`config.mk`:
```
export PLATFORM = sky130hd
export DESIGN_NAME = mmio_requester
export DESIGN_NICKNAME = d
export VERILOG_FILES = /design/src/rtl/mmio_req_pkg.sv /design/src/rtl/mmio_requester.sv
export SDC_FILE = /design/constraint.sdc
export NUM_CORES = 1
export LEC_CHECK = 0
export ABC_AREA = 1
export BUFFER_PORTS_ARGS = -buffer_cell sky130_fd_sc_hd__buf_2
export CAP_MARGIN = 20
export CORE_ASPECT_RATIO = 0.75
export CORE_MARGIN = 2
export CORE_UTILIZATION = 43
export DETAILED_ROUTE_END_ITERATION = 8
export HOLD_SLACK_MARGIN = 0.08
export PLACE_DENSITY = 0.78
export RECOVER_POWER = 50
export SYNTH_ARGS = -nofsm -noshare
export SYNTH_HDL_FRONTEND = slang
export SYNTH_SLANG_ARGS = --single-unit
```
`constraint.sdc`:
```
create_clock -name clk -period 1.4 [get_ports clk]
set_input_delay 0.21 -clock clk [delete_from_list [all_inputs] [get_ports clk]]
set_output_delay 0.21 -clock clk [all_outputs]
set_load 0.01 [all_outputs]
```
`src/rtl/mmio_req_pkg.sv`:
```
// rtl/mmio_req_pkg.sv - shared types and widths for the MMIO requester
package mmio_req_pkg;

   localparam int MMIO_ADDR_W = 16;
   localparam int MMIO_TID_W  = 9;
   localparam int MMIO_DATA_W = 64;

   typedef logic [MMIO_ADDR_W-1:0] t_mmio_addr;
   typedef logic [MMIO_TID_W-1:0]  t_mmio_tid;
   typedef logic [MMIO_DATA_W-1:0] t_mmio_data;

   localparam logic [15:0] STRAY_MAX = 16'hFFFF;

   typedef enum logic [1:0] {
      IDLE     = 2'd0,
      ISSUE    = 2'd1,
      WAIT_RSP = 2'd2
   } t_mreq_state;

endpackage

```
`src/rtl/mmio_requester.sv`:
```
// rtl/mmio_requester.sv - single-outstanding MMIO read/write initiator toward an AFU
// Issues one request per command, matches the read response by TID, times out stalled reads.
module mmio_requester
   import mmio_req_pkg::*;
#(
   parameter int TIMEOUT = 512
) (
   input  logic        clk,
   input  logic        rst_n,
   input  logic        cmd_valid,
   output logic        cmd_ready,
   input  logic        cmd_write,
   input  logic [15:0] cmd_addr,
   input  logic [63:0] cmd_wdata,
   output logic        mmio_wr_valid,
   output logic        mmio_rd_valid,
   output logic [15:0] mmio_addr,
   output logic [8:0]  mmio_tid,
   output logic [63:0] mmio_data,
   input  logic        rsp_valid,
   input  logic [8:0]  rsp_tid,
   input  logic [63:0] rsp_data,
   output logic        res_valid,
   output logic [63:0] res_data,
   output logic        res_err,
   output logic [15:0] stray_cnt
);

   localparam int TMR_W = $clog2(TIMEOUT + 1);
   // Decided one cycle early so the registered result lands TIMEOUT cycles after ISSUE.
   localparam logic [TMR_W-1:0] TMR_LAST = TMR_W'(TIMEOUT - 2);

   t_mreq_state      state_q, state_d;
   t_mmio_tid        tid_q, tid_d;
   logic [TMR_W-1:0] timer_q, timer_d;
   logic             cmd_ready_q, cmd_ready_d;
   logic             wr_valid_q, wr_valid_d;
   logic             rd_valid_q, rd_valid_d;
   t_mmio_addr       addr_q, addr_d;
   t_mmio_tid        mtid_q, mtid_d;
   t_mmio_data       mdata_q, mdata_d;
   logic             res_valid_q, res_valid_d;
   t_mmio_data       res_data_q, res_data_d;
   logic             res_err_q, res_err_d;
   logic [15:0]      stray_q, stray_d;

   logic accept, rsp_match, timed_out;

   assign accept    = (state_q == IDLE) && cmd_valid;
   assign rsp_match = (state_q == WAIT_RSP) && rsp_valid && (rsp_tid == mtid_q);
   assign timed_out = (state_q == WAIT_RSP) && (timer_q == TMR_LAST);

   always_ff @(posedge clk) begin
      if (!rst_n) state_q <= IDLE;
      else        state_q <= state_d;
   end

   always_comb begin
      state_d = state_q;
      case (state_q)
         IDLE:     if (cmd_valid) state_d = ISSUE;
         ISSUE:    state_d = wr_valid_q ? IDLE : WAIT_RSP;
         WAIT_RSP: if (rsp_match || timed_out) state_d = IDLE;
         default:  state_d = IDLE;
      endcase
   end

   always_comb begin
      tid_d       = tid_q;
      timer_d     = timer_q;
      addr_d      = addr_q;
      mtid_d      = mtid_q;
      mdata_d     = mdata_q;
      res_valid_d = 1'b0;
      res_data_d  = res_data_q;
      res_err_d   = res_err_q;
      stray_d     = stray_q;
      cmd_ready_d = (state_d == IDLE);
      wr_valid_d  = accept && cmd_write;
      rd_valid_d  = accept && !cmd_write;

      if (accept) begin
         addr_d  = cmd_addr;
         mtid_d  = tid_q;
         mdata_d = cmd_write ? cmd_wdata : '0;
      end
      // Only reads consume a TID; writes are posted.
      if ((state_q == ISSUE) && rd_valid_q) begin
         tid_d   = tid_q + 1'b1;
         timer_d = '0;
      end
      if (state_q == WAIT_RSP) begin
         timer_d = timer_q + 1'b1;
         if (rsp_match) begin
            res_valid_d = 1'b1;
            res_data_d  = rsp_data;
            res_err_d   = 1'b0;
         end else if (timed_out) begin
            res_valid_d = 1'b1;
            res_data_d  = '0;
            res_err_d   = 1'b1;
         end
      end
      if (rsp_valid && !rsp_match && (stray_q != STRAY_MAX)) stray_d = stray_q + 1'b1;
   end

   always_ff @(posedge clk) begin
      if (!rst_n) begin
         tid_q       <= '0;
         timer_q     <= '0;
         cmd_ready_q <= 1'b1;
         wr_valid_q  <= 1'b0;
         rd_valid_q  <= 1'b0;
         addr_q      <= '0;
         mtid_q      <= '0;
         mdata_q     <= '0;
         res_valid_q <= 1'b0;
         res_data_q  <= '0;
         res_err_q   <= 1'b0;
         stray_q     <= '0;
      end else begin
         tid_q       <= tid_d;
         timer_q     <= timer_d;
         cmd_ready_q <= cmd_ready_d;
         wr_valid_q  <= wr_valid_d;
         rd_valid_q  <= rd_valid_d;
         addr_q      <= addr_d;
         mtid_q      <= mtid_d;
         mdata_q     <= mdata_d;
         res_valid_q <= res_valid_d;
         res_data_q  <= res_data_d;
         res_err_q   <= res_err_d;
         stray_q     <= stray_d;
      end
   end

   assign cmd_ready     = cmd_ready_q;
   assign mmio_wr_valid = wr_valid_q;
   assign mmio_rd_valid = rd_valid_q;
   assign mmio_addr     = addr_q;
   assign mmio_tid      = mtid_q;
   assign mmio_data     = mdata_q;
   assign res_valid     = res_valid_q;
   assign res_data      = res_data_q;
   assign res_err       = res_err_q;
   assign stray_cnt     = stray_q;

endmodule

```
Word level (Yosys, flattened, before mapping)
Index checks and enable logic that the tools add are counted.

word-level totals
  bits in latches = 0
  output and inout bits = 174
  register bits after elaboration = 195
  memory bits (read-only) = 0
  word-level logic and storage cells = 52
  memory bits (writable) = 0
  memories kept = 0
  input bits = 158

operators by class
  add/subtract/negate cells = 3
  bitwise operators = 0
  multipliers = 0
  muxes and demuxes = 13
  eq/ne operators = 5
  reduce and logical (&&, ||, !) cells = 18
  shift-type cells = 0
  magnitude comparators = 0
  divide/modulo/power cells = 0

operators with widths
  kind                   count
  $mux 64                3
  $mux 10                2
  $add 16x1->16 const B  1
  $ne 16x16->1 const B   1
  $add 10x1->10 const B  1
  $eq 10x9->1 const B    1
  $add 9x1->9 const B    1
  $eq 9x9->1             1
  $logic_and 1x1->1      9
  $mux 2                 3
  $pmux 2 s3             1
  $logic_not 2->1        2
  $mux 1                 4
  $reduce_and 2->1       2
  $reduce_bool 2->1      2
  $eq 2x1->1 const B     1
  $eq 2x2->1 const B     1
  $logic_not 1->1        2
  $logic_or 1x1->1       1

Depth between registers and ports, before layout
  word-level depth = 7
  depth in mapped cells = 12
  gate-level depth less buffers = 11

Least setup slack after synthesis
OpenSTA, ideal clock, no wires.

  kind = reg-to-reg
  start point = register stray_q[1] (netlist: stray_cnt[1])
  end point = register stray_q[10] (netlist: stray_cnt[10])
  clock period less this slack = 1.632 ns
  data required time = 1.261 ns
  setup time = 0.139 ns
  arrival = 1.493 ns
  cell stages (with the launch flop) = 8
  path buffers = 1
  setup slack = -0.232 ns
  path through = dfxtp_1 > ha_1 > nand2_1 > nor2_4 > nand4_4 > clkbuf_1 > nand4_1 > a21oi_2

between the ends
  longest elaborated chain between the ends = 2
  elaborated cells between the ends (all ways) = 3
  classes of those cells = 1 x add/sub; 1 x eq/ne; 1 x reduce/logical

ends and longest elaborated chain
  element                                                line                   text
  start, declared                                        mmio_requester.sv:45   logic [15:0] stray_q, stray_d;
  start signal, assigned                                 mmio_requester.sv:133  stray_q <= stray_d;
  branches (longest 2 deep; another with $add 16x1->16)  n/a

Parallel ways; which one is timed is not known.
A chain may end at the register's enable or synchronous reset.

Worst setup path after layout
  start point = register mtid_q[8] (netlist: mmio_tid[8])
  end point = register res_data_q[45] (netlist: res_data[45])

between the ends
  longest elaborated chain between the ends = 4
  elaborated cells between the ends (all ways) = 5
  classes of those cells = 1 x eq/ne; 1 x mux; 3 x reduce/logical

ends and longest elaborated chain
  element                      line                   text
  start, declared              mmio_requester.sv:40   t_mmio_tid mtid_q, mtid_d;
  start signal, assigned       mmio_requester.sv:128  mtid_q <= mtid_d;
  $eq 9x9->1 (*)               mmio_requester.sv:50   assign rsp_match = (state_q == WAIT_RSP) && rsp_valid && (rsp_tid == mtid_q);
  $logic_and 1x1->1 (*)        mmio_requester.sv:50
  $reduce_bool 2->1 (no line)  n/a
  $reduce_and 2->1 (no line)   n/a
  end signal, assigned         mmio_requester.sv:131  res_data_q <= res_data_d;
  end, declared                mmio_requester.sv:43   t_mmio_data res_data_q, res_data_d;

Mark *: on every way between the ends. The rest lies on a longest branch, timed or not.

==> results_dict.tcl <==
set metrics [dict create \
    clk_pin_slew_ps 80 \
    cp_slowest_cell "dfxtp_2" \
    dp_hpwl_um 16800 \
    grtUsageTotal 0.287 \
    cts.path.max_buffers 2 \
    critPathLaunchType "flip-flop" \
    violations "negative setup slack" \
    syn2layout_area_growth_pct 66.9 \
    clock_latency_ps 430 \
    grt_pass1_vias 8604 \
    final_antenna_net_count 0 \
    tightest_slew_ps 377 \
    core_sq_um 17700 \
    finalHoldViolations 0 \
    layout_min_cycle_time_ps 1640 \
    postSynthCellCount 889 \
    drive_gt1_frac 0.438 \
    drv_slew 0 \
    worstReg2RegEnd "res_data[45]$_SDFFE_PN0P_" \
    finalSetupViolations 147 \
    route.detailed.drc 0 \
    r2r_start "mmio_tid[8]$_SDFFE_PN0P_" \
    grt_max_degree 69 \
    regArea_sq_um 3930 \
    viasPerCell 5.40 \
    wl_um 30800 \
    start_util 0.442 \
    whs_ps 144 \
    yosysUniqueCellTypes 43 \
    critPathMaxFanout 11 \
    gp_congestion 0.838 \
    multi_input_area_sq_um 3750 \
    end_kind "flip-flop" \
    row_count 42 \
    io_buffers 331 \
    reg2regPathDepth 11 \
    die_width_um 160 \
    cts_tree "yes" \
    pin_count 332 \
    ir_drop_uv 762 \
    synth.avg_cell_area_sq_um 8.80 \
    rsz0062_at_grt "yes" \
    cap_viol_max_count 0 \
    fin_util 0.737 \
    dp_cells 1481 \
    synth_edf_count 0 \
    hold_path_depth 3 \
    fin_ws_ps -241 \
    cp_data_arrival_time_ps 2000 \
    slew_headroom 0.749 \
    cp_data_required_time_ps 1760 \
    dp_slack_ps -141 \
    cts_buffers 17 \
    finalCritPeriodShare 1.17 \
    first_iter_violations 1062 \
    cts-root-buf "clkbuf_16" \
    syn-num-nets 1051 \
    max_stage_delay_ps 350 \
    fill_cells 1204 \
    synth.yosys.warnings 0 \
    die_height_um 121 \
    synth-main-ff-cell "dfxtp_1" \
    path_cells "inv_2, nand2_2, nand2_1, nor2_1, nand2_1, nor2_4, nand2_8, clkinv_8, clkbuf_16, nand2_1, a21oi_2" \
    fp.dieArea_sq_um 19300 \
    synth_seq_cells 195 \
    power_density_nw_per_um2 965 \
    gr-total-overflow 0 \
    async_reset_ff_frac 0 \
    leakagePower_uw 0.00577 \
    antenna_found_initial 1 \
    grt_pass1_wl_um 44300 \
    clock_sinks 195 \
    power.total_uw 12600 \
    holdPathEnd "state_q[0]$_SDFF_PN0_" \
    final_nets 1594 \
    ys_seq_area_frac 0.499 \
    fmax_mhz 609 \
    status "complete, but fails checks" \
    synth_area_sq_um 7830 \
    htree_levels 4 \
    wire_per_inst_um 18.3 \
    criticalPathCategory "reg -> reg" \
    skew_ps 10.5 \
    hold_path_class "in -> reg" \
    vias 9110 \
    worstHoldStart "rst_n" \
    r2r_setup_slack_ps -240 \
    path_common_cell "nand2_1" \
    crit_start "mmio_tid[8]$_SDFFE_PN0P_" \
    detail_route.first_pass.iterations 6 \
    final_cells 1687 \
]
## layout by cell type, fill, tap and decap left out, drive strengths merged
cell	count
buf	432
dfxtp	195
nand2	160
dlygate4sd3	146
a21oi	99
nand3	91
nor2	74
a32o	64
inv	51
o21ai	37
clkbuf	26
nand4	22
clkinv	9
nor3	7
xor2	5
xnor2	5
ha	4
or2	4
nand3b	2
o21a	2
a221oi	2
diode	1
and2	1
nor4	1
a31oi	1
o22ai	1
o311a	1
nor4b	1
bufinv	1
## Yosys cell counts (2+ instances only)
master / number / area share
buf_4: 7 / 0.0067
nand3b_1: 2 / 0.0019
nand2_2: 19 / 0.015
buf_1: 2 / 0.00096
inv_1: 43 / 0.021
ha_1: 4 / 0.0064
nor2_1: 70 / 0.034
xor2_1: 5 / 0.0056
a21oi_1: 58 / 0.037
nor2_4: 2 / 0.0029
buf_2: 17 / 0.011
o21ai_0: 36 / 0.023
nor2_2: 2 / 0.0016
nand3_1: 88 / 0.056
dfxtp_1: 195 / 0.50
a32o_1: 64 / 0.082
a221oi_1: 2 / 0.0022
nand2_1: 139 / 0.067
o21a_1: 2 / 0.0019
nand4_1: 21 / 0.017
xnor2_1: 5 / 0.0056
or2_2: 3 / 0.0024
buf_8: 6 / 0.012
inv_2: 3 / 0.0014
clkbuf_1: 31 / 0.015
nor3_1: 6 / 0.0038
a21oi_2: 41 / 0.046
## worst max-delay path: cells and delay by family, from the launching register on
family / cells / cell delay (ps)
buffers and inverters: 3 / 320
DFF: 1 / 350
and+or+nand+nor: 7 / 730
AOI/OAI and AO/OA: 1 / 160
## cell type report
class / instances / share of cell area
multi-input combinational: 584 / 0.287
clock buffer: 18 / 0.0336
tap: 242 / 0.0232
timing repair inverter: 1 / 0.000479
antenna: 1 / 0.000192
timing repair buffer: 586 / 0.326
sequential: 195 / 0.301
inverter: 47 / 0.0155
clock inverter: 13 / 0.0130
## through the flow
step / TNS [ps] / area (sq um)
6_report: -16530 / 13100
5_1_grt: -31580 / 13100
4_1_cts: -7180 / 12500
3_5_place_dp: -7610 / 10200
3_3_place_gp: -3790 / 10200
2_1_floorplan: -59.1 / 7900
## state kept, by name, indices dropped and copies added, names as in the netlist, 2 cells and up
name,count
tid_q,9
mmio_data,64
timer_q,10
stray_cnt,16
mmio_addr,16
mmio_tid,9
state_q,2
res_data,64
## layer usage
metal | track usage | share of wire | vias up
li1 | - | - | 4196
met1 | 0.337 | 0.38 | 4276
met2 | 0.500 | 0.49 | 530
met3 | 0.0696 | 0.080 | 108
met4 | 0.131 | 0.045 | 0
met5 | 0 | 0 | -
## logic make-up after synthesis
kind of cell	share of synthesized area
adders and majority gates	0.00640
and+or+nand+nor	0.216
xor gates and xnor gates	0.0112
buffers and inverters	0.0724
DFF	0.499
AOI/OAI and AO/OA	0.196
## worst max-delay path by stage
| stage | end | depth (start not counted) |
|---|---|---|
| floorplan | res_data[25]$_SDFFE_PN0P_ | 9 |
| global placement | stray_cnt[12]$_SDFFE_PN0P_ | 10 |
| detailed placement | stray_cnt[3]$_SDFFE_PN0P_ | 8 |
| CTS | res_data[16]$_SDFFE_PN0P_ | 11 |
| global route | res_data[45]$_SDFFE_PN0P_ | 11 |
| finish | res_data[45]$_SDFFE_PN0P_ | 11 |
## what timing repair did
item                       4_1_cts  5_1_grt
hold buffers                   146        0
resized for setup               19       98
hold endpoints to repair       146        0
pin swaps                        2       34
setup endpoints to repair       96      162
gates cloned                     3       10
buffers inserted                14        7
## power breakdown
part,switching (uW),internal (uW)
combinational,862,892
clock,2410,2610
sequential,107,5710
(Power assumes the default switching activity.)
